`config.mk`:
```
export PLATFORM = sky130hd
export DESIGN_NAME = wb_initiator
export DESIGN_NICKNAME = d
export VERILOG_FILES = /design/src/rtl/wb_initiator.sv
export SDC_FILE = /design/constraint.sdc
export NUM_CORES = 1
export LEC_CHECK = 0
export ABC_AREA = 1
export BUFFER_PORTS_ARGS = -buffer_cell sky130_fd_sc_hd__buf_2
export CAP_MARGIN = 20
export CORE_UTILIZATION = 39
export CTS_CLUSTER_DIAMETER = 200
export DETAILED_ROUTE_END_ITERATION = 8
export PLACE_DENSITY_LB_ADDON = 0.25
export SYNTH_ARGS = -nofsm -noshare
export SYNTH_HDL_FRONTEND = slang
export SYNTH_SLANG_ARGS = --single-unit
```
`constraint.sdc`:
```
create_clock -name wb_clk_i -period 1.3 [get_ports wb_clk_i]
set_input_delay 0.065 -clock wb_clk_i [delete_from_list [all_inputs] [get_ports wb_clk_i]]
set_output_delay 0.065 -clock wb_clk_i [all_outputs]
set_load 0.005 [all_outputs]
```
`src/rtl/wb_initiator.sv`:
```
// Wishbone classic initiator: single or incrementing-burst reads/writes driven by a
// command port, with write/read beat streams and a per-beat ack timeout abort.
module wb_initiator #(
    parameter int unsigned TIMEOUT = 255
) (
    input  logic        wb_clk_i,
    input  logic        wb_rst_n_i,
    input  logic        cmd_valid,
    output logic        cmd_ready,
    input  logic        cmd_we,
    input  logic [31:0] cmd_adr,
    input  logic [3:0]  cmd_sel,
    input  logic [7:0]  cmd_len,
    input  logic [31:0] wr_data,
    input  logic        wr_valid,
    output logic        wr_ready,
    output logic [31:0] rd_data,
    output logic        rd_valid,
    input  logic        rd_ready,
    output logic        wbm_cyc_o,
    output logic        wbm_stb_o,
    output logic        wbm_we_o,
    output logic [3:0]  wbm_sel_o,
    output logic [31:0] wbm_adr_o,
    output logic [31:0] wbm_dat_o,
    input  logic [31:0] wbm_dat_i,
    input  logic        wbm_ack_i,
    output logic        busy,
    output logic        done,
    output logic        err
);

    localparam logic [1:0] S_IDLE  = 2'd0;
    localparam logic [1:0] S_WDATA = 2'd1;
    localparam logic [1:0] S_BUS   = 2'd2;
    localparam logic [1:0] S_RDATA = 2'd3;

    localparam logic [15:0] TO_LAST = 16'(TIMEOUT - 1);

    logic [1:0]  r_state;
    logic        r_cmd_ready;
    logic        r_wr_ready;
    logic [31:0] r_rd_data;
    logic        r_rd_valid;
    logic        r_cyc;
    logic        r_stb;
    logic        r_we;
    logic [3:0]  r_sel;
    logic [31:0] r_adr;
    logic [31:0] r_dat_o;
    logic        r_busy;
    logic        r_done;
    logic        r_err;
    logic [7:0]  r_cnt;
    logic        r_more;
    logic [15:0] r_tcnt;

    always_ff @(posedge wb_clk_i) begin
        if (!wb_rst_n_i) begin
            r_state     <= S_IDLE;
            r_cmd_ready <= 1'b1;
            r_wr_ready  <= 1'b0;
            r_rd_data   <= '0;
            r_rd_valid  <= 1'b0;
            r_cyc       <= 1'b0;
            r_stb       <= 1'b0;
            r_we        <= 1'b0;
            r_sel       <= '0;
            r_adr       <= '0;
            r_dat_o     <= '0;
            r_busy      <= 1'b0;
            r_done      <= 1'b0;
            r_err       <= 1'b0;
            r_cnt       <= '0;
            r_more      <= 1'b0;
            r_tcnt      <= '0;
        end else begin
            r_done <= 1'b0;
            r_err  <= 1'b0;
            case (r_state)
                S_IDLE: begin
                    if (cmd_valid) begin
                        r_cmd_ready <= 1'b0;
                        r_busy      <= 1'b1;
                        r_cyc       <= 1'b1;
                        r_we        <= cmd_we;
                        r_adr       <= cmd_adr;
                        r_sel       <= cmd_sel;
                        r_cnt       <= cmd_len;
                        r_tcnt      <= '0;
                        if (cmd_we) begin
                            r_wr_ready <= 1'b1;
                            r_state    <= S_WDATA;
                        end else begin
                            r_stb   <= 1'b1;
                            r_state <= S_BUS;
                        end
                    end
                end
                S_WDATA: begin
                    if (wr_valid) begin
                        r_dat_o    <= wr_data;
                        r_wr_ready <= 1'b0;
                        r_stb      <= 1'b1;
                        r_tcnt     <= '0;
                        r_state    <= S_BUS;
                    end
                end
                S_BUS: begin
                    // An ack on the timeout cycle takes priority over the abort.
                    if (wbm_ack_i) begin
                        r_stb  <= 1'b0;
                        r_adr  <= r_adr + 32'd4;
                        r_cnt  <= r_cnt - 8'd1;
                        r_more <= (r_cnt != '0);
                        if (!r_we) begin
                            r_rd_data  <= wbm_dat_i;
                            r_rd_valid <= 1'b1;
                            r_state    <= S_RDATA;
                        end else if (r_cnt != '0) begin
                            r_wr_ready <= 1'b1;
                            r_state    <= S_WDATA;
                        end else begin
                            r_cyc       <= 1'b0;
                            r_we        <= 1'b0;
                            r_done      <= 1'b1;
                            r_busy      <= 1'b0;
                            r_cmd_ready <= 1'b1;
                            r_state     <= S_IDLE;
                        end
                    end else if (r_tcnt == TO_LAST) begin
                        r_stb       <= 1'b0;
                        r_cyc       <= 1'b0;
                        r_we        <= 1'b0;
                        r_err       <= 1'b1;
                        r_busy      <= 1'b0;
                        r_cmd_ready <= 1'b1;
                        r_state     <= S_IDLE;
                    end else begin
                        r_tcnt <= r_tcnt + 16'd1;
                    end
                end
                S_RDATA: begin
                    if (rd_ready) begin
                        r_rd_valid <= 1'b0;
                        if (r_more) begin
                            r_stb   <= 1'b1;
                            r_tcnt  <= '0;
                            r_state <= S_BUS;
                        end else begin
                            r_cyc       <= 1'b0;
                            r_we        <= 1'b0;
                            r_done      <= 1'b1;
                            r_busy      <= 1'b0;
                            r_cmd_ready <= 1'b1;
                            r_state     <= S_IDLE;
                        end
                    end
                end
                default: r_state <= S_IDLE;
            endcase
        end
    end

    assign cmd_ready = r_cmd_ready;
    assign wr_ready  = r_wr_ready;
    assign rd_data   = r_rd_data;
    assign rd_valid  = r_rd_valid;
    assign wbm_cyc_o = r_cyc;
    assign wbm_stb_o = r_stb;
    assign wbm_we_o  = r_we;
    assign wbm_sel_o = r_sel;
    assign wbm_adr_o = r_adr;
    assign wbm_dat_o = r_dat_o;
    assign busy      = r_busy;
    assign done      = r_done;
    assign err       = r_err;

endmodule

```
* Word-level counts from Yosys, hierarchy flattened *
Cells that the tools add are included.
W data, S select, Z words.

cells by class
  equality and inequality tests = 20
  $add $sub $neg = 3
  bitwise gates (word level) = 3
  multiplexer cells = 69
  reduce and logical (&&, ||, !) cells = 19

operators with widths
  kind                     count
  $mux W16                 6
  $mux W32                 2
  $pmux W16 S4             1
  $pmux W32 S2             1
  $mux W1                  40
  $add A32 B3 Y32 const B  1
  $ne A2 B2 Y1 const B     13
  $add A16 B1 Y16 const B  1
  $eq A16 B8 Y1 const B    1
  $mux W2                  8
  $mux W8                  2
  $pmux W8 S2              1
  $reduce_and A7 Y1        2
  $pmux W1 S3              4
  $reduce_and A6 Y1        2
  $ne A3 B3 Y1 const B     3
  $pmux W2 S4              1
  $reduce_and A4 Y1        2
  $reduce_bool A8 Y1       1
  $sub A8 B1 Y8 const B    1
  $reduce_and A2 Y1        3
  $reduce_and A3 Y1        2
  $reduce_bool A3 Y1       2
  $reduce_and A5 Y1        1
  8 further kinds          13

storage, ports and cells
  logic and storage cells = 130
  output and inout bits = 109
  bits of input ports = 115
  bits in registers = 135

* Longest topological paths before layout *
Gate-level depths: netlist (run 1).

  depth in word-level cells = 5
  gate-level depth with buffers = 11
  gate-level depth less buffers = 11

* Worst setup path after synthesis (run 1) *
OpenSTA, ideal clock, no wires.

  kind = reg-to-reg
  start = register r_adr[2] (netlist: wbm_adr_o[2])
  end = register r_adr[20] (netlist: wbm_adr_o[20])
  cell stages (with the launch flop) = 11
  data arrival time = 1396 ps
  required time = 1187 ps
  clock period less this slack = 1509 ps
  path buffers = 0
  setup slack = -209 ps
  library setup time = 113 ps
  path through = dfxtp_1 ha_1 nand2_1 nor2_1 nand2_1 nor2_1 nand3_1 a21oi_1 nand2_1 nand2_1 nor2_1

between the ends
  word-level cells in the longest chain between the ends = 3

RTL lines
  what                      line  source
  start: declaration        49    logic [31:0] r_adr;
  start signal: assignment  87    r_adr <= cmd_adr;
  start signal: assignment  113   r_adr <= r_adr + 32'd4;
  $add A32 B3 Y32           113
  $mux W32                  111   if (wbm_ack_i) begin
  $pmux W32 S2              80    case (r_state)

Every way passes these cells. The select of a mux whose other input is x is not followed.
A chain may end at the register's enable or synchronous reset.

* Worst setup path in the final report (run 1) *
  start = register r_state[1]
  end = register r_tcnt[15]

between the ends
  word-level cells in the longest chain between the ends = 3
  elaborated cells between the ends (all ways) = 12
  those cells by class = eq/ne: 9; mux: 1; reduce/logical: 2

RTL lines
  what                                        line  source
  start: declaration                          40    logic [1:0] r_state;
  start signal: assignment                    60    r_state <= S_IDLE;
  start signal: assignment                    93    r_state <= S_WDATA;
  start signal: assignment                    96    r_state <= S_BUS;
  $eq A2 B2 Y1, or another cell as far along  80
  $ne A2 B2 Y1 (no line)                      --
  $reduce_and A6 Y1 (no line)                 --
  end signal: assignment                      140   r_tcnt <= r_tcnt + 16'd1;
  end: declaration                            56    logic [15:0] r_tcnt;

Several ways; a longest one is shown, not always the timed one.

==> results by stage, run 1 <==
GRT:
- The routing layer with the top usage in global route is met2.
- The maximum number of pins on one net before global-route repair is 64.
- The number of antenna violations at the first check in global routing is 1.
- The first global-routing pass estimated 38,700 microns of wire.
- Summed over all layers, the global routing overflow is 0.
- The met3 demand-to-capacity share in global routing is 5.21%.
- Global routing used 33.0% of the available met1 tracks.
- The total routing usage reported by global routing is 27.0%.
- The via count of the first global-routing pass is 8,136.
- Global routing used 46.4% of the available met2 tracks.

Drt:
- For this run, the detailed router's first-pass iteration total came to 6.
- The detail route stage leaves a number of antenna-violating nets equal to 0.
- The via total after detailed routing is 8,784.
- In the routed design, unresolved DRC markers number 0.
- After detailed routing, the total wire length is 26,900 microns.
- The vias per cell is 5.07.
- The average routed wire per standard cell is 15.5 microns.
- The DRC violation total after the first TritonRoute iteration is 588.

Final layout:
- Summing all multi-input logic gate instances after layout gives 4320 sq um.
- The number of fillers in the final layout is 1,219.
- In the final layout, flip-flops and latches occupy 2740 sq um.
- After routing the design area is 12,000 sq um.
- After the last flow step, the layout net total stands at 1,617.
- The fraction of final layout cells sized beyond drive strength 1 is 43.0%.
- At the end of the flow the core is filled with cells to 71.7%.
- Relative to the synthesized area, the layout overhead comes to 77.6%.
- The number of cells in the finished layout apart from fillers is 1,731.

Placed design:
- Routability-driven placement finished with a final weighted congestion of 0.843.
- The placed instances occupy a cell area of 9150 sq um.
- During placement, the flow inserted port buffers numbering 223.
- The worst slack at placement is -0.227 ns.
- Including well taps, the total number of placed cells is 1,570.
- The post-detailed-placement half-perimeter wirelength is 15,500 microns.

Synthesis:
- The sequential area share after synthesis is 40.1%.
- In this run the biggest area consumer among cell types represents 40.1% of the synthesized area.
- The area of the mapped netlist is 6740 sq um.
- Counting distinct cell types in the post-synthesis netlist gives 38.
- In this run, synthesis produced a sequential element count of 135.
- For this run, the number of Yosys warnings is 0.
- Counting every net in the synthesized netlist gives 1,160.
- The cell count after synthesis is 1,041.
- The average cell area after synthesis is 6.47 sq um.
- The largest total area in the synthesized netlist belongs to dfxtp_1.
- By area the synthesized netlist is led by dfxtp_1 40%, nand2_1 14%, nor2_1 11%, o21ai_0 6.6%, nand3_1 6.3%.

Floorplanning:
- The floorplan step set the die width to 133 microns.
- During I/O placement, the number of pins put on the boundary was 224.
- The die covers 17,800 sq um.
- The floorplan core area is 16,700 sq um.
- For this configuration, the core starts out at a cell density of 40.3%.
- The die height is 133 microns.
- The floorplan has 47 rows.

Worst setup path:
- The required time at the worst-slack endpoint is 1.61 ns.
- The nature of the critical path endpoint is a flip-flop.
- The library cell contributing the largest single delay on the critical path is dfxtp_2.
- For this run, the slowest stage of the critical path takes 0.34 ns.
- The nature of the critical path startpoint is a flip-flop.
- At the worst endpoint, the arrival time is 1.84 ns.
- The category of the critical setup timing path is reg -> reg.
- The critical path goes through buf_4 > nor2_4 > nand2_1 > nand2_2 > nor3_4 > nand2_4 > buf_12 > clkinv_8 > nor2_1 > nor2_1 > nor2_1.
- The largest driver fanout on the critical path is 8.
- In this design, the critical path's most frequently occurring cell is nor2_1.

Power:
- In this run the static leakage power is 5.41 nW.
- Power spread over the standard cell area amounts to 1830 nW/um^2.
- VDD sags by at most 1.18 mV.

Timing:
- The final hold violation count is 0.
- The final count of negative-setup-slack endpoints is 96.
- The relative slew slack is 72.5%.
- The clock period minus final worst setup slack is 1.53 ns.
- Static timing analysis puts the maximum clock frequency at 653 MHz.
- The count of final max-slew check failures came to 0.
- The maximum clock skew at final layout is 0.00953 ns.
- The final setup TNS is -11.17 ns.
- Setup repair after global routing could not meet its margin everywhere.
- After layout, the worst setup slack is -0.230 ns.
- After layout, the worst path uses 118% of the clock period.
- At the pin with the least slew margin, the transition time is 0.413 ns.

Hold path:
- The type of the worst min-delay path is in -> reg.

Run status:
- The flow ran to the end, but the final reports show violations.
- The checks that failed: setup timing.

Clock tree:
- The maximum clock insertion buffer count is 2.
- The later-pin clock latency in the skew report is 0.42 ns.
- Buffers inserted during clock tree synthesis total 17.
- Clock-pin slew was measured on the worst setup and hold paths at 0.06 ns.
- The total number of clock tree sinks is 135.
- In this run the number of H-tree levels came out at 4.
- The CTS tree is built.
- The root buffer selected by CTS is clkbuf_16.

Job:
- Across the run, the number of max-cap violations was 0.
## worst paths after layout
| check | from | endpoint | slack (ns) | cells after the start |
|---|---|---|---|---|
| worst min-delay path | cmd_adr[18] | wbm_adr_o[18] | 0.01 | 5 |
| worst max-delay path | r_state[1] | r_tcnt[15] | -0.23 | 11 |
| worst max register to register | r_state[1] | r_tcnt[15] | -0.23 | 11 |
| worst min register to register | wbm_dat_o[19] | wbm_dat_o[19] | 0.46 | 2 |
## per-stage QoR
stage	power (mW)	hold WS (ns)
finish	21.9	0.0145
CTS	20.2	0.00133
global placement	13.5	0.285
detailed placement	13.6	0.294
global route	23.0	0.0224
floorplan	10.1	0.200
## cell usage after synthesis, drive strengths merged
cell and instances:
a211oi 4, a21oi 84, a31oi 6, and2 1, and3 1, buf 14, clkbuf 36, clkinv 1
dfxtp 135, ha 4, inv 78, nand2 259, nand3 86, nand3b 1, nand4 8, nor2 203
nor3 6, nor4 1, o211ai 2, o21ai 91, o21bai 3, o31ai 2, or2 3, xnor2 3
xor2 9
## worst max-delay path, delay by kind of cell (launching register included)
| family | cells | cell delay, ns |
|---|---|---|
| DFF | 1 | 0.34 |
| and+or+nand+nor | 8 | 0.72 |
| buffers and inverters | 3 | 0.35 |
## registers in the layout, indices dropped and copies added (netlist names)
name and flops:
busy 1, cmd_ready 1, done 1, err 1
r_cnt 8, r_more 1, r_state 2, r_tcnt 16
rd_data 32, rd_valid 1, wbm_adr_o 32, wbm_dat_o 32
wbm_sel_o 4, wbm_stb_o 1, wbm_we_o 1, wr_ready 1
## where the power goes
group | internal (mW) | total (mW) | switching, mW | leakage [nW]
registers | 5.16 | 6.01 | 0.844 | 1.11
clock network | 3.15 | 5.13 | 1.97 | 0.292
logic | 5.07 | 10.8 | 5.71 | 4.00
## final cells by class
type,instances,area share (%)
Sequential cell,135,22.9
Clock inverter,12,1.38
Timing Repair inverter,1,0.0732
Clock buffer,19,3.80
Antenna cell,1,0.0209
Inverter,79,2.73
Timing Repair Buffer,486,30.7
Multi-Input combinational cell,778,36.1
Tap cell,220,2.30
## cells in the final DEF, fill, tap and decap left out, types with 8 or more instances in the layout
cell type and instances:
dlygate4sd3_1 90, clkbuf_16 23, buf_12 13, o21ai_1 34
a21oi_2 26, inv_1 65, nand2_4 12, nor2_4 21
buf_6 11, xor2_1 9, buf_2 224, nand3_1 71
nand4_1 8, nand3_2 11, dfxtp_1 110, dfxtp_2 21
a21oi_1 58, o21ai_0 34, nor2_2 39, nor2_1 143
buf_4 136, o21ai_2 20, inv_2 9, nand2_2 28
nand2_1 217
## per-layer routing
metal  vias up  wire [microns]
met5         -               0
met3        70            1570
met1      4077           11200
met4         0             884
li1       4274               -
met2       363           13300
## timing repair
| action | 4_1_cts | 5_1_grt |
|---|---|---|
| cloned | 5 | 7 |
| resized for setup | 130 | 176 |
| hold buffers | 90 | 0 |
| setup buffers | 16 | 14 |
| endpoints found under the setup margin | 119 | 135 |
| hold endpoints to repair | 91 | 0 |
| pin swaps | 21 | 49 |
## kinds of logic (layout without fill, tap and decap cells)
family,Yosys count,count (layout),synth area share (%)
simple gates,569,570,35.0
compound gates,192,192,14.8
flops,135,135,40.1
buf+inv,129,597,7.73
xor+xnor,12,12,1.56
fa+ha+maj,4,4,0.743
other cells,0,1,0
(Power assumes the default switching activity.)
==> run 2: changes to the inputs <==
--- a/config.mk
+++ b/config.mk
@@ -9,9 +9,8 @@
 export BUFFER_PORTS_ARGS = -buffer_cell sky130_fd_sc_hd__buf_2
 export CAP_MARGIN = 20
 export CORE_UTILIZATION = 39
-export CTS_CLUSTER_DIAMETER = 200
 export DETAILED_ROUTE_END_ITERATION = 8
-export PLACE_DENSITY_LB_ADDON = 0.25
+export PLACE_DENSITY = 0.67
 export SYNTH_ARGS = -nofsm -noshare
 export SYNTH_HDL_FRONTEND = slang
 export SYNTH_SLANG_ARGS = --single-unit
==> run 2 against run 1 <==
Net effect:
- the run ends with hold timing, setup timing left
- combinational power about the same
- highest routed layer unchanged
- sequential power rose by 0.7%
- cell area rose by 1.5%
- sequential cell count unchanged
- cell count about the same
- global-route usage up 1.8 points
- sequential share of layout area down 0.23 points
==> results by stage, run 2 (synthesized netlist as in run 1, its figures left out) <==
Run status:
- The run finished, with violations left.
- The checks that failed: hold timing, setup timing.

Worst setup path:
- Broken down by cell family, the worst path's largest delay share belongs to simple AND/OR/NAND/NOR gates.
- In this design, the stage delay of the slowest critical-path cell is 0.36 ns.
- The worst path arrival time is 1.98 ns.
- The critical path goes through buf_12 > nand2_4 > nor2_2 > nor3_4 > nand2_4 > buf_8 > o21bai_1 > nand2_1 > nor2_1.
- The worst setup path is launched from a flip-flop.
- The worst register-to-register path begins at r_state[1].
- The most repeated library cell on the critical path is nand2_4.
- The number of buffers and inverters on the critical path is 2.
- The setup path with the least slack is of type reg -> reg.
- The nature of the critical path endpoint is a flip-flop.
- In this run the worst path has a maximum fanout of 9.
- The number of cells on the worst reg-to-reg path is 9.
- The destination of the worst register-to-register timing path is r_tcnt[5].
- The flop-to-flop setup slack is -0.32 ns.
- The required time at the worst-slack endpoint is 1.66 ns.
- The library cell contributing the largest single delay on the critical path is dfxtp_4.

Final layout:
- The area of all placed cells without fillers is 12,200 sq um.
- In the layout the commonest cells are 223 x buf_2, 211 x nand2_1, 135 x nor2_1.
- The net count of the finished layout is 1,615.
- Leaving out fill and tap cells, the most frequent cell in the layout is buf_2.
- The number of fillers in the final layout is 1,223.
- The post-route netlist has 45.5% of its cells at a drive strength greater than 1.
- From synthesis to final layout, the design area changed by 80.4%.
- The number of cells in the finished layout apart from fillers is 1,730.

GRT:
- The via count of the first global-routing pass came to 8,567.
- The maximum number of pins on one net before global-route repair is 64.
- The first-pass GRT wire length is 40,800 microns.
- The number of antenna violations at the first check in global routing is 1.
- The total overflow left after global routing is 0.
- For this run, the total global-route usage over all layers was measured as 28.7%.

Floorplanning:
- The floorplan step defined a die boundary enclosing 17,800 sq um.
- From left edge to right edge, the die measures 133 microns.
- Once the floorplan was initialized, standard cells occupied 40.3% of the core.
- The total area inside the core boundary comes to 16,700 sq um.
- The die height is 133 microns.
- Pin placement for this block handled 224 I/O pins.
- The floorplan has 47 rows.

Clock tree:
- The number of clock buffers added by TritonCTS is 17.
- Counting along the longest clock path gives a buffer depth of 2.
- The later-pin clock latency in the skew report is 0.43 ns.
- Clock-pin slew was measured on the worst setup and hold paths at 0.06 ns.
- The total number of clock tree sinks is 135.
- The H-tree generated during clock tree synthesis spans 4 levels.
- The root buffer cell chosen for the clock tree is clkbuf_16.
- The CTS tree is built.

Timing:
- The final count of negative-setup-slack endpoints is 93.
- The fmax is 618 MHz.
- At the pin with the least slew margin, the transition time is 0.326 ns.
- The count of final max-slew check failures is 0.
- Setup repair after global routing could not meet its margin everywhere.
- Subtracting the final worst setup slack from the clock period gives 1.62 ns.
- The final hold violation count was 1.
- Dividing the final minimum period by the clock period gives 124%.
- The final hold slack is -0.00261 ns.
- Headroom to the max-slew limit came out at 78.1%.
- The maximum clock skew at final layout is 0.00747 ns.
- After layout, the worst setup slack is -0.317 ns.
- The final setup TNS is -12.65 ns.

Placed design:
- Prior to clock tree synthesis, the placed netlist has a worst setup slack of -0.207 ns.
- The placed instances occupy a cell area of 9240 sq um.
- Detailed placement finished with a half-perimeter wire length of 15,500 microns.
- The total instance count after detailed placement is 1,575.
- Routability-driven placement finished with a final weighted congestion of 0.865.
- Buffers placed on the I/O ports in this run total 223.

Power:
- The ratio of total power to cell area is 1780 nW/um^2.
- Combinational cells account for 50.8% of the total power.
- The static leakage is 5.48 nW.
- The internal power of the cells totals 12.8 mW.
- The worst-case IR drop observed on VDD is 1.27 mV.
- The switching power is 8.81 mW.
- The switching power share of the total is 40.8%.
- The power share of the clock group is 21.2%.
- The part of the total power dissipated in sequential elements is 28.0%.

Drt:
- In the routed layout, each cell is associated on average with a via count of 5.19.
- The length of the first detailed-routing pass in iterations is 6.
- The routed layout has 8,985 vias.
- The number of remaining DRC errors is 0.
- The count of antenna-violating nets left after detailed routing is 0.
- The average routed wire per standard cell is 16.0 microns.
- The detailed-route wire length is 27,700 microns.
- The first routing iteration left 641 violations.

Job:
- The max-cap check violation count is 0.

Hold path:
- The min-delay analysis places its worst path in the category in -> reg.
- The path with the worst hold slack has its endpoint at wbm_adr_o[30].
- The worst hold path was traced through 5 stages.
- The startpoint of the tightest hold check path is cmd_adr[30].
[run 2: cell count changes in the layout (fill, tap and decap cells not counted), sizes merged]
| cell | change |
|---|---|
| bufinv | -3 |
| clkbuf | -4 |
| clkinv | +1 |
| clkinvlp | +1 |
| dlygate4sd3 | +2 |
| inv | +3 |
| nand2 | -1 |
[run 2: metal layers]
| layer | GRT usage (%) | vias up | part of all wire [%] |
|---|---|---|---|
| met3 | 5.52 | 103 | 6.1 |
| met2 | 49.5 | 394 | 49 |
| met5 | 0 | - | 0 |
| met4 | 15.5 | 0 | 4.4 |
| li1 | - | 4286 | - |
| met1 | 33.7 | 4202 | 40 |
[run 2: worst max-delay path by stage]
stage / startpoint / end / slack (ns) / depth (start not counted)
3_3_place_gp: wbm_adr_o[3] / wbm_adr_o[20] / -0.18 / 10
4_1_cts: r_state[1] / r_tcnt[5] / -0.15 / 10
6_report: r_state[1] / r_tcnt[5] / -0.32 / 9
2_1_floorplan: wbm_adr_o[3] / wbm_adr_o[20] / -0.09 / 10
3_5_place_dp: wbm_adr_o[3] / wbm_adr_o[20] / -0.21 / 10
5_1_grt: r_state[1] / r_tcnt[5] / -0.38 / 9
[run 2: timing repair]
item	CTS	global route
endpoints found under the setup margin	90	122
pin swaps	53	74
setup buffers	25	5
hold buffers	92	0
resized for setup	213	173
hold endpoints to repair	93	0
cloned	6	3
[run 2: per-stage QoR]
| step | util (%) | power, mW |
|---|---|---|
| 6_report | 72.8 | 21.6 |
| 5_1_grt | 72.8 | 22.7 |
| 4_1_cts | 69.5 | 20.2 |
| 3_5_place_dp | 55.3 | 13.6 |
| 3_3_place_gp | 55.3 | 13.6 |
| 2_1_floorplan | - | 10.1 |
[run 2: tightest hold or removal path: cells and delay by family]
family                 cells  cell delay (ns)
AND/OR/NAND/NOR            1             0.04
AO/OA/AOI/OAI              2             0.15
buffers and inverters      2             0.14
[run 2: final cells by class]
| type | instances | area [sq um] | share of cell area [%] |
|---|---|---|---|
| inverters | 79 | 332 | 2.73 |
| clock inverters | 15 | 116 | 0.958 |
| clock buffers | 17 | 425 | 3.50 |
| diodes | 1 | 2.50 | 0.0206 |
| multi-input cells | 777 | 4510 | 37.1 |
| repair buffers | 486 | 3730 | 30.7 |
| well taps | 220 | 275 | 2.27 |
| flip-flops and latches | 135 | 2760 | 22.7 |
[run 2: power by group through the flow]
stage          sequential, mW  clock, mW  combinational [mW]
2_1_floorplan            6.00          0                4.13
5_1_grt                  6.15       4.81                11.8
4_1_cts                  5.93       4.60                9.62
3_3_place_gp             5.87          0                7.70
6_report                 6.05       4.58                11.0
3_5_place_dp             5.90          0                7.74
